--- src/rtl/affine_mcm_pipe.sv ---
// Two-stage shift-add multiple-constant multiplier (x * {11,10,9,8,5,4,3,2}) with valid/ready flow control.
// Optional clamping of each product to OUT_W bits is enabled by defining AFFINE_MCM_SAT_EN.
module affine_mcm_pipe #(
  parameter int DATA_W = 8,
  parameter int OUT_W  = 16,
  parameter int N_OUT  = 8
) (
  input  logic                      clk,
  input  logic                      rst,
  input  logic                      in_valid,
  output logic                      in_ready,
  input  logic signed [DATA_W-1:0]  x_i,
  input  logic                      neg_i,
  output logic                      out_valid,
  input  logic                      out_ready,
  output logic [N_OUT*OUT_W-1:0]    y_o,
  output logic                      sat_o
);

  localparam int IW = DATA_W + 5;
`ifdef AFFINE_MCM_SAT_EN
  localparam int EW = (OUT_W > IW) ? OUT_W : IW;
  localparam logic signed [EW-1:0] MAX_V = {{(EW-OUT_W+1){1'b0}}, {(OUT_W-1){1'b1}}};
  localparam logic signed [EW-1:0] MIN_V = {{(EW-OUT_W+1){1'b1}}, {(OUT_W-1){1'b0}}};
`endif

  logic s1_valid, s2_valid, s1_neg;
  logic adv1, adv2;
  logic signed [IW-1:0] s1_w1, s1_w3, s1_w5, s1_w9, s1_w11;
  logic signed [IW-1:0] w1, w4, w8, w3, w5, w9, w11;
  logic signed [IW-1:0] mag [8];
  logic [N_OUT*OUT_W-1:0] y_next;
  logic sat_next;

  assign adv2      = !s2_valid || out_ready;
  assign adv1      = !s1_valid || adv2;
  assign in_ready  = adv1;
  assign out_valid = s2_valid;

  always_comb begin
    w1  = IW'(x_i);
    w4  = w1 <<< 2;
    w8  = w1 <<< 3;
    w3  = w4 - w1;
    w5  = w1 + w4;
    w9  = w1 + w8;
    w11 = w3 + w8;
  end

  // Magnitudes fit in IW bits, so negation of any of them cannot overflow.
  always_comb begin
    logic signed [IW-1:0] sv;
`ifdef AFFINE_MCM_SAT_EN
    logic signed [EW-1:0] ev;
`endif
    mag[0] = s1_w11;
    mag[1] = s1_w5 <<< 1;
    mag[2] = s1_w9;
    mag[3] = s1_w1 <<< 3;
    mag[4] = s1_w5;
    mag[5] = s1_w1 <<< 2;
    mag[6] = s1_w3;
    mag[7] = s1_w1 <<< 1;
    y_next   = '0;
    sat_next = 1'b0;
    for (int i = 0; i < 8; i++) begin
      sv = s1_neg ? -mag[i] : mag[i];
`ifdef AFFINE_MCM_SAT_EN
      ev = EW'(sv);
      if (ev > MAX_V) begin
        y_next[i*OUT_W +: OUT_W] = MAX_V[OUT_W-1:0];
        sat_next = 1'b1;
      end else if (ev < MIN_V) begin
        y_next[i*OUT_W +: OUT_W] = MIN_V[OUT_W-1:0];
        sat_next = 1'b1;
      end else begin
        y_next[i*OUT_W +: OUT_W] = ev[OUT_W-1:0];
      end
`else
      y_next[i*OUT_W +: OUT_W] = OUT_W'(sv);
`endif
    end
  end

  always_ff @(posedge clk) begin
    if (rst) begin
      s1_valid <= 1'b0;
      s2_valid <= 1'b0;
      s1_neg   <= 1'b0;
      s1_w1    <= '0;
      s1_w3    <= '0;
      s1_w5    <= '0;
      s1_w9    <= '0;
      s1_w11   <= '0;
      y_o      <= '0;
      sat_o    <= 1'b0;
    end else begin
      if (adv1) begin
        s1_valid <= in_valid;
        if (in_valid) begin
          s1_neg <= neg_i;
          s1_w1  <= w1;
          s1_w3  <= w3;
          s1_w5  <= w5;
          s1_w9  <= w9;
          s1_w11 <= w11;
        end
      end
      // y_o deliberately keeps its last value across bubbles.
      if (adv2) begin
        s2_valid <= s1_valid;
        if (s1_valid) begin
          y_o   <= y_next;
          sat_o <= sat_next;
        end
      end
    end
  end

endmodule

--- config.mk ---
export PLATFORM = sky130hd
export DESIGN_NAME = affine_mcm_pipe
export DESIGN_NICKNAME = d
export VERILOG_FILES = /design/src/rtl/affine_mcm_pipe.sv
export SDC_FILE = /design/constraint.sdc
export NUM_CORES = 1
export LEC_CHECK = 0
export BUFFER_PORTS_ARGS = -buffer_cell sky130_fd_sc_hd__buf_2
export CORE_ASPECT_RATIO = 1.25
export CORE_MARGIN = 4
export CORE_UTILIZATION = 54
export DETAILED_ROUTE_END_ITERATION = 10
export GPL_TIMING_DRIVEN = 0
export PLACE_DENSITY = 0.86
export SYNTH_ARGS = -nofsm -noshare
export SYNTH_HDL_FRONTEND = slang
export SYNTH_SLANG_ARGS = --single-unit
--- constraint.sdc ---
create_clock -name clk -period 3.8 [get_ports clk]
set_clock_uncertainty 0.2 [all_clocks]
set_input_delay 0.57 -clock clk [delete_from_list [all_inputs] [get_ports clk]]
set_output_delay 0.57 -clock clk [all_outputs]
set_load 0.03 [all_outputs]
; ---- Word level (Yosys, flattened, before mapping)
; Index checks and enable logic that the tools add are counted.
[classes]
add_sub_neg = 12
n_reduce_logical = 6
muxes = 8
[ops]
columns = cell, count
row1 = 2-to-1 mux 13 bit, 8
row2 = negator 13 bit, 4
row3 = negator 11 -> 13 bit, 2
row4 = negator 10 -> 13 bit, 1
row5 = negator 9 -> 13 bit, 1
row6 = adder 11 x 11 -> 12 bit, 1
row7 = adder 8 x 11 -> 12 bit, 1
row8 = adder 8 x 10 -> 11 bit, 1
row9 = subtractor 10 x 8 -> 11 bit, 1
row10 = AND reduction 2 bit, 2
row11 = zero test 1 bit, 2
row12 = logical OR 1 bit, 2
[totals]
output_inout_bits = 131
inputBits = 13
elab_cells = 35
register_bits = 186

; ---- Longest topological paths before layout
; Gate-level depths: netlist (run 1).
[logic_depth]
depth_word = 4
depth_mapped = 14
ltp_nobuf = 13

; ---- Least setup slack after synthesis (run 1)
; Ideal clock, no wire load.
[synth_path]
path_kind = input to register
from = input x_i[2]
to = register s1_w11[9]
path_stages = 13
setup_slack_ns = 0.598
required_ns = 3.483
path_buffers = 0
arrival_ns = 2.885
setup_ns = 0.117
cell_sequence = inv_1 ha_1 or3b_1 o21ai_1 xor2_1 ha_1 inv_1 fa_1 nor2b_1 o21ai_0 a21oi_1 mux2i_1 nand2_1
[synth_via]
elab_chain_len = 2
[synth_lines]
columns = element, line_no
row1 = from (decl), 12  ; input logic signed [DATA_W-1:0] x_i,
row2 = subtractor 10 x 8 -> 11 bit, 44  ; w3 = w4 - w1;
row3 = named net w3[3], 30  ; logic signed [IW-1:0] w1, w4, w8, w3, w5, w9, w11;
row4 = adder 11 x 11 -> 12 bit, 47  ; w11 = w3 + w8;
row5 = to (signal assigned), 106  ; s1_w11 <= w11;
row6 = to (decl), 29  ; logic signed [IW-1:0] s1_w1, s1_w3, s1_w5, s1_w9, s1_w11;
; The timed path passes the listed nets, and every way through them passes these cells.
; A chain may end at the register's enable or synchronous reset.

; ---- Worst setup path in the final report (run 1)
[layout_path]
from = input x_i[2]
to = register s1_w11[11]
; Same word-level chain as after synthesis.

==> key figures, run 1 <==
Synthesis
  • Number of synthesized flops with an enable pin: 0
  • Syn Inst Count: 750
  • Post-synth top area cell: dfxtp_1
  • Post-synth top flop: dfxtp_1
  • Top post-synthesis cells by count: dfxtp_1 (101), buf_4 (74), a21oi_1 (70)
  • FF+latch count, synth: approximately 100
  • Synth async-reset ratio: 0%
  • Yosys warning count: 0
  • Most numerous cell in the Yosys netlist: dfxtp_1
  • Avg Synthesized Cell Area: 8.19 um^2
  • Sequential fraction of the synthesis area: 32.9%
  • Synthesized area: 0.00614 mm^2
  • Synth unique cells: 61
  • Yosys top cell area share: approximately a third
  • Top cells by area, synth: dfxtp_1 (33%), buf_4 (9.0%), ha_1 (6.3%)

Worst setup path
  • Critical R2R Launch: out_valid
  • Worst Path Buf+Inv: 3
  • CP top delay family: adder cells
  • CP max-delay cell: fa_1
  • Critical Path, Cell by Cell: buf_2 -> inv_1 -> ha_1 -> or3b_1 -> o21ai_1 -> xor2_1 -> ha_1 -> inv_1 -> fa_1 -> nor2b_1 -> o21ai_0 -> a21oi_1 -> a211o_1 -> a21oi_1
  • Worst-path fanout max: 8
  • Arrival time at the worst endpoint: 3540 ps
  • Max incr delay on CP: 430 ps
  • R2R Setup Slk: 1450 ps
  • Reg2reg path depth: 7
  • Worst r2r dst: y_o[9]
  • Critical path class: primary input to register
  • Worst path required time: 3800 ps
  • Crit path launch type: primary input
  • Worst path depth: 14
  • CP endpoint kind: register

Routing
  • DRT iter0 DRCs: 479
  • DR DRC count: 0
  • WL per Instance: between 15 and 20 um
  • Via count: 5875
  • DR pass1 iterations: 5
  • Overall routed net length: 17300 um
  • Vias per Instance: ~5.6
  • Antenna Nets Post-Route: 0

Finish
  • Area Overhead vs Synth: 18.8%
  • Register area: 0.00202 mm^2
  • Design Area, Final: 0.00730 mm^2
  • Filler cells: around 960
  • Nets: 949
  • Antenna Cells: 0
  • Final Util: 65.5%
  • Area of the multi-input gates: 0.00331 mm^2
  • Share of cells above drive strength 1: 26.7%

Clocking
  • Num Clock Sinks: 101
  • Clock latency at the later pin of the worst-skew pair: 340 ps
  • CTS max path bufs: 2
  • TritonCTS clock tree: built
  • Clock root buffer: clkbuf_16
  • H-tree Lvls: 3
  • Clock slew seen by the registers of the worst setup and hold paths: 70 ps
  • CTS Hold Buffers Added: 0
  • CTS buffer count: 9

Pwr
  • Pwr dens: 430 mW/mm^2
  • Leak: between 3 and 4 nW
  • Max VDD drop: 0.000205 V

GRT
  • Vias in the first global route: between 5k and 6k
  • Largest net degree at the start of global routing: 16
  • First-pass GRT wire length: 26900 um
  • Initial antenna violation count: 0
  • Gr usage total: 26.0%
  • GRT Residual Overflow: 0

Timing
  • Rel. slew slack: between 50% and 60%
  • Slew of the pin with the lowest slew margin: 667 ps
  • Setup violators final: 0
  • Worst setup margin: about 260 ps
  • Tcrit/Tclk final: 93.2%
  • Slew Viols, Final: 0
  • Fmax: 282 MHz
  • Unrepaired setup endpoints after global routing: false
  • Fin. Hold Viols: 0
  • Final period demand of the worst path: 3540 ps

Floorplan
  • Die area: about 0.013 mm^2
  • Initial Utilization: 55.2%
  • I/O pins: between 100 and 150
  • # rows: 43
  • Core footprint: 0.0111 mm^2
  • Die Wd: 103 um
  • Chip Height: 127 um

Run status
  • Outcome: finished, final reports clean

Place
  • Detailed Place HPWL: between 10000 and 15000 um
  • IO buf count: 135
  • Cell area after placement: 0.00701 mm^2
  • Pre-CTS WS: -61.2 ps
  • Routability cong.: 0.967

Hold path
  • Hold endpoint: y_o[42]
  • Min-Delay Path Depth: 2
  • Worst Hold Class: register to register
  • Critical hold path startpoint: y_o[42]

Flow run
  • Maxcap violations: 0
==> power by group <==
| group | internal (mW) | total (mW) | switching [mW] |
|---|---|---|---|
| clock | 0.497 | 0.885 | 0.388 |
| sequential | 1.15 | 1.25 | 0.101 |
| combinational | 0.372 | 1.00 | 0.633 |
==> cell families (layout without fill, tap and decap cells) <==
family,after synthesis,count (layout),synth area share (%)
AOI/OAI and AO/OA,219,219,22.9
xor gates and xnor gates,55,55,7.84
adders and majority gates,34,34,7.29
buffers and inverters,146,296,13.6
DFF,101,101,32.9
muxes,3,3,0.489
other,1,8,0.0611
and+or+nand+nor,191,191,14.9
==> metal layers <==
layer	vias to the layer above	global-route usage, %	share of wire (%)
met1	2687	32.3	40
li1	2848	-	-
met3	52	2.57	7.5
met5	-	0	0
met2	288	43.8	48
met4	0	13.2	4.4
==> registers in the layout (all words and copies together), names as in the netlist <==
register   count
out_valid      1
s1_neg         1
s1_valid       1
s1_w1          7
s1_w11         9
s1_w3         10
s1_w5          9
s1_w9          8
y_o           55
==> repair_timing <==
action                     4_1_cts  5_1_grt
gates resized for setup          0        0
buffers inserted                 0        0
setup endpoints to repair        0        1
==> cell type report <==
type	count	area share, %
buffer	119	10.1
clock buffer	13	3.70
clock inverter	3	0.257
inverter	26	1.34
multi-input combinational	510	45.4
sequential	101	27.7
tap	135	2.31
timing repair buffer	135	9.26
==> placed cells by master, fill, tap and decap left out, types with 6 or more instances in the layout <==
cell type  synthesis  layout
or3_1             13      13
dfxtp_1          101     101
xnor2_1           23      23
inv_1             25      25
clkbuf_16          0       9
buf_4             74      74
nor2b_1            6       6
nand3_1            8       8
buf_2              2     137
a21oi_1           70      70
nand2b_1           9       9
o21ai_0           50      50
o21a_1             6       6
nor2_1            57      57
conb_1             1       8
o31ai_1           10      10
o41ai_1            7       7
nand2_1           65      65
ha_1              31      31
a211oi_1          34      34
clkbuf_1          39      39
xor2_1            32      32
==> worst max-delay path by stage <==
stage | slack [ps] | from | endpoint
floorplan | 600 | x_i[2] | s1_w11[9]
global placement | -20 | x_i[4] | s1_w11[10]
detailed placement | -60 | x_i[4] | s1_w11[10]
CTS | 300 | x_i[4] | s1_w11[10]
global route | 10 | x_i[6] | s1_w11[10]
finish | 260 | x_i[2] | s1_w11[11]
==> worst min-delay path, cell delays in order, from the launching register on <==
cell     delay [ps]
dfxtp_1         310
nand2_1          50
a21oi_1          50
==> per-stage QoR <==
stage                     hold slack (ps)  total power [mW]  std cells  setup TNS [ps]
after CTS                             250              3.13       1043               0
after detailed placement              241              2.26       1027            -125
after global placement                237              2.24       1027           -15.3
after global routing                  268              3.28       1042               0
after floorplan                       248              1.99        757               0
final                                 252              3.14       1042               0
Power figures use the tool's default switching activity.
==> run 2: changes to the inputs <==
Settings changed: REMOVE_ABC_BUFFERS set to 1.
==> key figures, run 2 (synthesis gave the netlist of run 1 again) <==
Run status
  • Outcome: finished, final reports clean

Flow run
  • Maxcap violations: 0

Worst setup path
  • Critical path class: primary input to register
  • Crit path launch type: primary input
  • CP endpoint kind: register
  • Arrival time at the worst endpoint: 3520 ps
  • Worst-path fanout max: 8
  • Worst path required time: 3840 ps

Pwr
  • Total chip power: 3.04 mW
  • Sw frac: around a third
  • Pwr dens: 461 mW/mm^2
  • Combinational share of power: 29.0%
  • Max VDD drop: 0.000192 V
  • Internal power: between 1.5 and 2 mW
  • Sequential share of power: just over 40%
  • Net switching power: 1.06 mW
  • Leak: a little under 3 nW
  • Clock Power Share: ~30%

Hold path
  • Worst Hold Class: register to register

Finish
  • Number of flip-flops in the largest register: 55
  • Filler cells: 992
  • Biggest register: y_o
  • Commonest cells after routing, fill and taps aside: buf_2 (134), dfxtp_1 (100), a21oi_1 (69)
  • Area of the multi-input gates: 0.00332 mm^2
  • Area Overhead vs Synth: 7.39%
  • Register area: 0.00202 mm^2
  • Nets: 831
  • Antenna Cells: 0
  • Design Area, Final: 0.00660 mm^2
  • Top Registers: y_o: 55 flops, s1_w3: 10 flops
  • Most common cell after layout, fill and taps aside: buf_2
  • Share of cells above drive strength 1: approximately 21%
  • Final Util: 59.2%

GRT
  • First-pass GRT wire length: 22700 um
  • Gr usage total: a little over a fifth
  • Largest net degree at the start of global routing: 78
  • Initial antenna violation count: 0
  • Vias in the first global route: 4744
  • GRT Residual Overflow: 0

Routing
  • Via count: 5254
  • Vias per Instance: 5.70
  • Overall routed net length: 14000 um
  • DR DRC count: 0
  • DR pass1 iterations: 5
  • WL per Instance: 15.2 um
  • Antenna Nets Post-Route: 0
  • DRT iter0 DRCs: 319

Timing
  • Slew Viols, Final: 0
  • Tcrit/Tclk final: 91.7%
  • Final period demand of the worst path: 3480 ps
  • Unrepaired setup endpoints after global routing: false
  • Setup violators final: 0
  • Slew of the pin with the lowest slew margin: 1100 ps
  • Fmax: 287 MHz
  • Fin. Hold Viols: 0
  • Rel. slew slack: 26.2%

Floorplan
  • Initial Utilization: between 50% and 60%
  • Die area: 0.0132 mm^2
  • Core footprint: 0.0111 mm^2
  • Chip Height: between 100 and 150 um
  • # rows: 43
  • Die Wd: approximately 100 um
  • I/O pins: 144

Clocking
  • Num Clock Sinks: 101
  • Post-CTS sizing: 0
  • H-tree Lvls: 3
  • TritonCTS clock tree: built
  • Setup bufs post-CTS: 0
  • Clock latency at the later pin of the worst-skew pair: between 300 and 400 ps
  • Clock slew seen by the registers of the worst setup and hold paths: 60 ps
  • CTS max path bufs: 2
  • CTS Hold Buffers Added: 0
  • CTS buffer count: 9
  • Clock root buffer: clkbuf_16

Place
  • Detailed Place HPWL: around 9700 um
  • Routability cong.: 0.894
  • IO buf count: 135
  • Cell area after placement: 0.00630 mm^2
-- run 2: cell count changes in the layout (fill, tap and decap cells not counted), sizes merged --
cell,before,now
buf,216,136
inv,25,26
clkinv,4,1
clkbuf,51,11
clkinvlp,0,1
bufinv,0,1
-- run 2: stage by stage --
step	setup slack, ps	hold slack, ps	instances	TNS, ps
finish	317	249	922	0
global route	79.2	279	922	0
CTS	119	251	922	0
detailed placement	-249	243	908	-1120
global placement	-232	236	907	-1760
floorplan	597	242	637	0
-- run 2: worst paths after layout --
kind	slack [ps]	startpoint	end	depth (start not counted)
worst max-delay path	320	x_i[2]	s1_w11[9]	14
worst min-delay path	250	y_o[7]	y_o[7]	2
worst max register to register	1490	s1_w1[0]	y_o[42]	7
worst min register to register	250	y_o[7]	y_o[7]	2
-- run 2: layer usage --
metal | track usage, % | up-vias | part of all wire [%]
met5 | 0 | - | 0
met4 | 9.45 | 0 | 2.9
met3 | 3.44 | 33 | 6.3
met2 | 35.1 | 177 | 49
met1 | 26.7 | 2438 | 42
li1 | - | 2606 | -
-- run 2: worst max-delay path, stage by stage --
cell and delay (ps):
buf_2 200, inv_1 70, ha_1 380, or3b_1 400, o21ai_1 140, xor2_1 270, ha_1 250, inv_1 70
fa_1 390, nor2b_1 150, o21ai_0 160, a21oi_2 220, mux2i_1 200, nand2_1 60
-- run 2: final cells by class --
| class | instances | share of cell area, % |
|---|---|---|
| Multi-Input combinational cell | 510 | 50.3 |
| Timing Repair Buffer | 136 | 10.6 |
| Clock buffer | 11 | 3.68 |
| Tap cell | 135 | 2.56 |
| Clock inverter | 3 | 0.702 |
| Sequential cell | 101 | 30.7 |
| Inverter | 26 | 1.48 |
-- run 2: power by group through the flow --
| stage | registers (mW) | clock network [mW] | logic, mW |
|---|---|---|---|
| final | 1.25 | 0.910 | 0.882 |
| after global routing | 1.26 | 0.964 | 0.963 |
| after CTS | 1.25 | 0.922 | 0.876 |
| after detailed placement | 1.27 | 0 | 0.867 |
| after global placement | 1.27 | 0 | 0.851 |
| after floorplan | 1.43 | 0 | 0.468 |
